==> src/rtl/verisc_controller.sv <==
// rtl/verisc_controller.sv - VeriRISC instruction-cycle sequencer and strobe decoder
//
// Purpose:
//   Steps an 8-phase instruction cycle and decodes the phase, the latched opcode
//   and the accumulator zero flag into datapath strobes. Owns the halted state
//   and a wrapping counter of retired instructions.
//
// Ports:
//   clk     in   1         system clock, all state on posedge
//   rst     in   1         synchronous, active-high reset
//   opcode  in   3         IR opcode: HLT=0 SKZ=1 ADD=2 AND=3 XOR=4 LDA=5 STO=6 JMP=7
//   zero    in   1         accumulator == 0 (used in ALU_OP only)
//   stall   in   1         freeze sequencing while memory is not ready
//   resume  in   1         leave the halted state
//   sel     out  1         address mux: 1 = PC, 0 = IR operand
//   rd      out  1         memory read
//   wr      out  1         memory write
//   ld_ir   out  1         load IR
//   ld_ac   out  1         load accumulator
//   inc_pc  out  1         PC increment
//   ld_pc   out  1         PC load
//   data_e  out  1         drive accumulator onto data bus
//   halt    out  1         halt indication
//   halted  out  1         registered halted state
//   phase   out  3         current phase (debug)
//   icount  out  IC_WIDTH  retired instructions (wraps)

module verisc_controller #(
  parameter int IC_WIDTH = 16
) (
  input  logic                clk,
  input  logic                rst,
  input  logic [2:0]          opcode,
  input  logic                zero,
  input  logic                stall,
  input  logic                resume,
  output logic                sel,
  output logic                rd,
  output logic                wr,
  output logic                ld_ir,
  output logic                ld_ac,
  output logic                inc_pc,
  output logic                ld_pc,
  output logic                data_e,
  output logic                halt,
  output logic                halted,
  output logic [2:0]          phase,
  output logic [IC_WIDTH-1:0] icount
);

  typedef enum logic [2:0] {
    INST_ADDR  = 3'd0,
    INST_FETCH = 3'd1,
    INST_LOAD  = 3'd2,
    IDLE       = 3'd3,
    OP_ADDR    = 3'd4,
    OP_FETCH   = 3'd5,
    ALU_OP     = 3'd6,
    STORE      = 3'd7
  } phase_t;

  localparam logic [2:0] OP_HLT = 3'd0;
  localparam logic [2:0] OP_SKZ = 3'd1;
  localparam logic [2:0] OP_ADD = 3'd2;
  localparam logic [2:0] OP_AND = 3'd3;
  localparam logic [2:0] OP_XOR = 3'd4;
  localparam logic [2:0] OP_LDA = 3'd5;
  localparam logic [2:0] OP_STO = 3'd6;
  localparam logic [2:0] OP_JMP = 3'd7;

  phase_t                phase_q, phase_d;
  logic                  halted_q, halted_d;
  logic [IC_WIDTH-1:0]   icount_q, icount_d;
  logic                  aluop;

  assign aluop  = (opcode == OP_ADD) || (opcode == OP_AND) ||
                  (opcode == OP_XOR) || (opcode == OP_LDA);

  assign phase  = phase_q;
  assign halted = halted_q;
  assign icount = icount_q;

  always_ff @(posedge clk) begin
    if (rst) begin
      phase_q  <= INST_ADDR;
      halted_q <= 1'b0;
      icount_q <= '0;
    end else begin
      phase_q  <= phase_d;
      halted_q <= halted_d;
      icount_q <= icount_d;
    end
  end

  // Next state. stall freezes everything, including a pending resume.
  always_comb begin
    phase_d  = phase_q;
    halted_d = halted_q;
    icount_d = icount_q;
    if (!stall) begin
      if (halted_q) begin
        // Leaving halt retires the HLT instruction itself.
        if (resume) begin
          halted_d = 1'b0;
          phase_d  = INST_ADDR;
          icount_d = icount_q + 1'b1;
        end
      end else if (phase_q == OP_ADDR && opcode == OP_HLT) begin
        // Park in OP_ADDR; the wrap to INST_ADDR happens on resume.
        halted_d = 1'b1;
      end else begin
        phase_d = phase_t'(phase_q + 3'd1);
        if (phase_q == STORE) begin
          icount_d = icount_q + 1'b1;
        end
      end
    end
  end

  // Strobe decode.
  always_comb begin
    sel    = 1'b0;
    rd     = 1'b0;
    wr     = 1'b0;
    ld_ir  = 1'b0;
    ld_ac  = 1'b0;
    inc_pc = 1'b0;
    ld_pc  = 1'b0;
    data_e = 1'b0;
    halt   = 1'b0;

    case (phase_q)
      INST_ADDR: begin
        sel = 1'b1;
      end
      INST_FETCH: begin
        sel = 1'b1;
        rd  = 1'b1;
      end
      INST_LOAD, IDLE: begin
        sel   = 1'b1;
        rd    = 1'b1;
        ld_ir = 1'b1;
      end
      OP_ADDR: begin
        inc_pc = 1'b1;
        halt   = (opcode == OP_HLT);
      end
      OP_FETCH: begin
        rd = aluop;
      end
      ALU_OP: begin
        rd     = aluop;
        inc_pc = (opcode == OP_SKZ) && zero;
        ld_pc  = (opcode == OP_JMP);
        data_e = (opcode == OP_STO);
      end
      STORE: begin
        rd     = aluop;
        ld_ac  = aluop;
        ld_pc  = (opcode == OP_JMP);
        wr     = (opcode == OP_STO);
        data_e = (opcode == OP_STO);
      end
      default: begin
      end
    endcase

    // Edge-acting strobes only fire on an advancing edge; a reset edge aborts
    // the instruction so nothing it would load or write may fire either.
    if (stall || rst) begin
      ld_ir  = 1'b0;
      ld_ac  = 1'b0;
      inc_pc = 1'b0;
      ld_pc  = 1'b0;
      wr     = 1'b0;
    end

    if (halted_q) begin
      sel    = 1'b0;
      rd     = 1'b0;
      wr     = 1'b0;
      ld_ir  = 1'b0;
      ld_ac  = 1'b0;
      inc_pc = 1'b0;
      ld_pc  = 1'b0;
      data_e = 1'b0;
      halt   = 1'b1;
    end
  end

endmodule

==> config.mk <==
export PLATFORM = sky130hd
export DESIGN_NAME = verisc_controller
export DESIGN_NICKNAME = d
export VERILOG_FILES = /design/src/rtl/verisc_controller.sv
export SDC_FILE = /design/constraint.sdc
export NUM_CORES = 1
export LEC_CHECK = 0
export BUFFER_PORTS_ARGS = -buffer_cell sky130_fd_sc_hd__buf_4
export CORE_UTILIZATION = 35
export CTS_CLUSTER_DIAMETER = 60
export DETAILED_ROUTE_END_ITERATION = 16
export PLACE_DENSITY = 0.57
export SLEW_MARGIN = 20
export SYNTH_ARGS = -nofsm -noshare
export SYNTH_HDL_FRONTEND = slang
export SYNTH_SLANG_ARGS = --single-unit
==> constraint.sdc <==
create_clock -name clk -period 2.5 [get_ports clk]
set_input_delay 0 -clock clk [delete_from_list [all_inputs] [get_ports clk]]
set_output_delay 0 -clock clk [all_outputs]
set_load 0.1 [all_outputs]
# Word-level counts from Yosys, hierarchy flattened
# Index checks and enable logic that the tools add are counted.
# totals
latch_bits,0
in_bits,8
memories,0
ff_bits,20
mem_bits_rw,0
mem_bits_ro,0
out_inout_bits,29
# classes
n_reduce_logical,16
n_addsub,2
bitwise,1
muxes,33
n_eq_ne,16
n_div,0
shifts,0
mul,0
order_cmp,0
# ops
cell,count
16-bit two-way mux,4
3-bit == test (second input constant),8
1-bit two-way mux,24
16-bit by 1-bit adder with 16-bit output (second input constant),1
3-bit by 2-bit == test with 1-bit output (second input constant),4
3-bit two-way mux,3
3-bit by 1-bit == test with 1-bit output (second input constant),2
3-bit zero test,2
3-bit OR reduction,2
1-bit logical OR,4
2-bit != test (second input constant),2
1-bit one-hot mux with 2 select lines,2
4-bit AND reduction,1
2-bit OR reduction,2
4-bit OR reduction,1
3-bit by 1-bit adder with 3-bit output (second input constant),1
3-bit AND reduction,1
1-bit logical AND,2
2-bit nonzero test,1
1-bit NOT,1

# Logic depth before layout (Yosys ltp)
# logic_depth
word_depth,7
depth_mapped,7

# Worst setup path before layout
# OpenSTA, ideal clock, no wires.
# synth_path
path_kind,register to output
from,"register phase_q[0], in the netlist phase[0]"
to,output port ld_pc
setup_slack_ps,-1214
path_buffers,0
arrival_time_ps,3714
required_time_ps,2500
stages_incl_launch_ff,5
cell_sequence,dfxtp_1 -> ha_1 -> ha_1 -> a21oi_1 -> nor3_1
# synth_between
elab_chain_len,5
word_cells_on_any_way,6
cone_classes,eq/ne: 2; mux: 3; reduce/logical: 1
# synth_lines
item,line_no,rtl
"start, declared",71,"phase_t phase_q, phase_d;"
"start signal, assigned",89,phase_q <= phase_d;
3-bit == test,132,case (phase_q)
2-bit OR reduction (no line) (*),--,
1-bit two-way mux (*),--,
1-bit two-way mux (*),171,if (stall || rst) begin
1-bit two-way mux (*),179,if (halted_q) begin
"end, declared",43,"output logic ld_pc,"
# Every way passes the cells marked *; elsewhere a longest branch is shown, timed or not.

# Worst setup path after layout
# layout_path
from,"register halted_q, in the netlist halted"
to,"register icount_q[12], in the netlist icount[12]"
# layout_between
elab_chain_len,2
word_cells_on_any_way,5
cone_classes,eq/ne: 2; mux: 1; reduce/logical: 2
# layout_lines
item,line_no,rtl
"start, declared",72,"logic halted_q, halted_d;"
"start signal, assigned",90,halted_q <= halted_d;
2-bit != test (no line) or 2-bit nonzero test (tied branches),--,
4-bit AND reduction (no line),--,
"end signal, assigned",91,icount_q <= icount_d;
"end, declared",73,"logic [IC_WIDTH-1:0] icount_q, icount_d;"
# Several ways; a longest one is shown, not always the timed one.
# A chain may end at the register's enable or synchronous reset.

==> results.md <==
- Longest Clk Path Bufs: 2
- Yosys reg bits: 20
- Vias in the first global route: about 1100
- 1st-pass router iterations: 4
- Fin. max-slew vios: 0
- Total CTS buffers: 3
- Reg area: just over 400 sq um
- Core area: between 0.003 and 0.004 sq mm
- Antenna violations before repair: 0
- Average size of a mapped cell: roughly 8.4 sq um
- Pin count of the biggest net entering global routing: 31
- Synth cell count leaders: dfxtp_1, nor2_1, a21oi_1, nand2_1
- Die Ht: between 60 and 70 um
- DRT antenna net count: 0
- Antenna cell count: 0
- Clock Pin Slew Worst Setup and Hold Paths: 0.13 ns
- Fin. Hold Viols: 0
- Fmax: 0.493 GHz
- Top-count cell post-synth: dfxtp_1
- Max_cap viols: 0
- Area of placed instances: 0.00160 sq mm
- Syn Nets: 167
- Via count: approximately 1200
- Die Area: a little under 0.004 sq mm
- Leak pwr: ~0.65 nW
- WL final: 3.08 mm
- Design area: roughly 0.0017 sq mm
- Fraction of layout cells with a size suffix above 1: 0.317
- First-pass GRT wire length: 5.30 mm
- CTS tree: built
- Mapped Cells: between 150 and 200
- Gpl congestion: roughly 0.8
- Warnings from Yosys: 0
- R2R Setup Slk: 0.47 ns
- Post-synth ARST share: 0
- Area occupied by multi-input gates: 845 sq um
- Crit path DAT: ~2.3 ns
- Via density: 5.35
- GR Overflow Total: 0
- Critical Path End Type: flip-flop
- Relative slew slack: 0.679
- Clock Latency Late Sink: around 0.31 ns
- Area grow syn2layout: 29.2%
- Slew @ Worst Pin: 0.480 ns
- Setup violators final: 0
- Cell taking the most area after synthesis: dfxtp_1
- Number of port buffers: 36
- Clock root buffer: clkbuf_4
- Final period utilization: 0.811
- Final hold slack: 0.0171 ns
- Critical path class: flip-flop to flip-flop
- DR DRC count: 0
- Detailed router's first-iteration violation count: between 50 and 60
- Synth top area share: 0.313
- Final Skew: just under 0.008 ns
- Sinks on Clock Net: 20
- Sequential area share after synthesis: 0.313
- Fillers: between 300 and 400
- Setup repair bufs after CTS: 0
- PnR Total Power: about 0.76 mW
- EDFF count, synth: 0
- Worst Path Required: between 2 and 3 ns
- Ports: 37
- Final #Nets: 202
- CTS hold repair buffers: 0
- Synth top area cells: dfxtp_1, ha_1, mux2_2
- Detail-routed net length per standard cell: roughly 13 um
- Final Util: 0.484
- Maximum vdd drop: about 300 uV
- Hold Crit Class: input port to flip-flop
- Post-synth cell types: 35
- Detail Placement HPWL: between 2 and 2.5 mm
- Synthesized area: 0.00128 sq mm
- RSZ-0062 raised after global routing: no
- Status: completed
- Post-layout min period: between 2 and 2.5 ns
- Pwr/cell area: roughly 460 mW/mm^2
- Commonest register cell after synthesis: dfxtp_1
- H-tree Lvls: 1
- Total GRT Usage: 0.167
- Chip width: ~62 um
- Initial Util: 0.374
- Row cnt: 21
- CP max FO: 15
- Post_cts resized: 0
- Worst Setup Start Kind: flip-flop
==> path summary, 6_finish.rpt <==
| kind | start | endpoint | cells after the start |
|---|---|---|---|
| hold / removal | stall | halted | 4 |
| hold reg to reg | icount[10] | icount[10] | 2 |
| setup / recovery | halted | icount[12] | 4 |
| setup reg to reg | halted | icount[12] | 4 |
==> power breakdown <==
group          internal, mW  switching (mW)
Sequential            0.324         0.00845
Clock                 0.162           0.113
Combinational        0.0402           0.110
Total                 0.526           0.232
==> worst max-delay path: stages (launching register included) <==
cell and delay [ns]:
dfxtp_1 0.64, or2_1 0.35, o211ai_2 0.20, nor4_1 0.38
mux2_2 0.38
==> flip-flops by register name (all words and copies together) (netlist names) <==
| register | flops |
|---|---|
| halted | 1 |
| phase | 3 |
| icount | 16 |
==> cell families after synthesis <==
logic type / after synthesis / synth area share
AOI/OAI and AO/OA: 35 / 0.196
buffers and inverters: 12 / 0.0470
and+or+nand+nor: 70 / 0.310
adders and majority gates: 7 / 0.0685
xor gates and xnor gates: 2 / 0.0137
DFF: 20 / 0.313
muxes: 6 / 0.0519
==> layout by cell type (no fill, tap or decap), types with 4 or more instances in the layout <==
| cell type | Yosys | layout |
|---|---|---|
| ha_1 | 7 | 7 |
| a21oi_1 | 11 | 11 |
| nor3_1 | 9 | 6 |
| o21ai_0 | 8 | 8 |
| dfxtp_1 | 20 | 17 |
| or3_1 | 5 | 5 |
| nor2_1 | 12 | 10 |
| nand4_1 | 4 | 4 |
| nand2_1 | 10 | 10 |
| buf_4 | 0 | 36 |
| nand3_1 | 6 | 6 |
| or4_1 | 5 | 5 |
| nor2b_1 | 9 | 8 |
| inv_1 | 6 | 6 |
| o31ai_1 | 7 | 7 |
| mux2_2 | 5 | 5 |
==> metrics by stage <==
step | TNS (ns) | worst slack [ns] | std cells
after CTS | 0 | 0.463 | 232
final | 0 | 0.474 | 232
after detailed placement | 0 | 0.483 | 228
after floorplan | -0.185 | -0.116 | 152
after global routing | 0 | 0.315 | 232
after global placement | 0 | 0.584 | 228
==> cell type report <==
cell class	instances	share of cell area
tap	46	0.0348
clock buffer	3	0.0136
timing repair buffer	36	0.164
multi-input combinational	120	0.511
clock inverter	1	0.0182
inverter	6	0.0136
sequential	20	0.245
==> metal layers <==
layer  part of all wire  vias to the layer above  global-route usage
li1                   -                      628                   -
met1               0.51                      573               0.245
met2               0.43                       38               0.243
met3              0.053                        2              0.0255
met4             0.0071                        0              0.0581
met5                  0                        -                   0
Note: power is estimated with default switching activity, not from simulation.
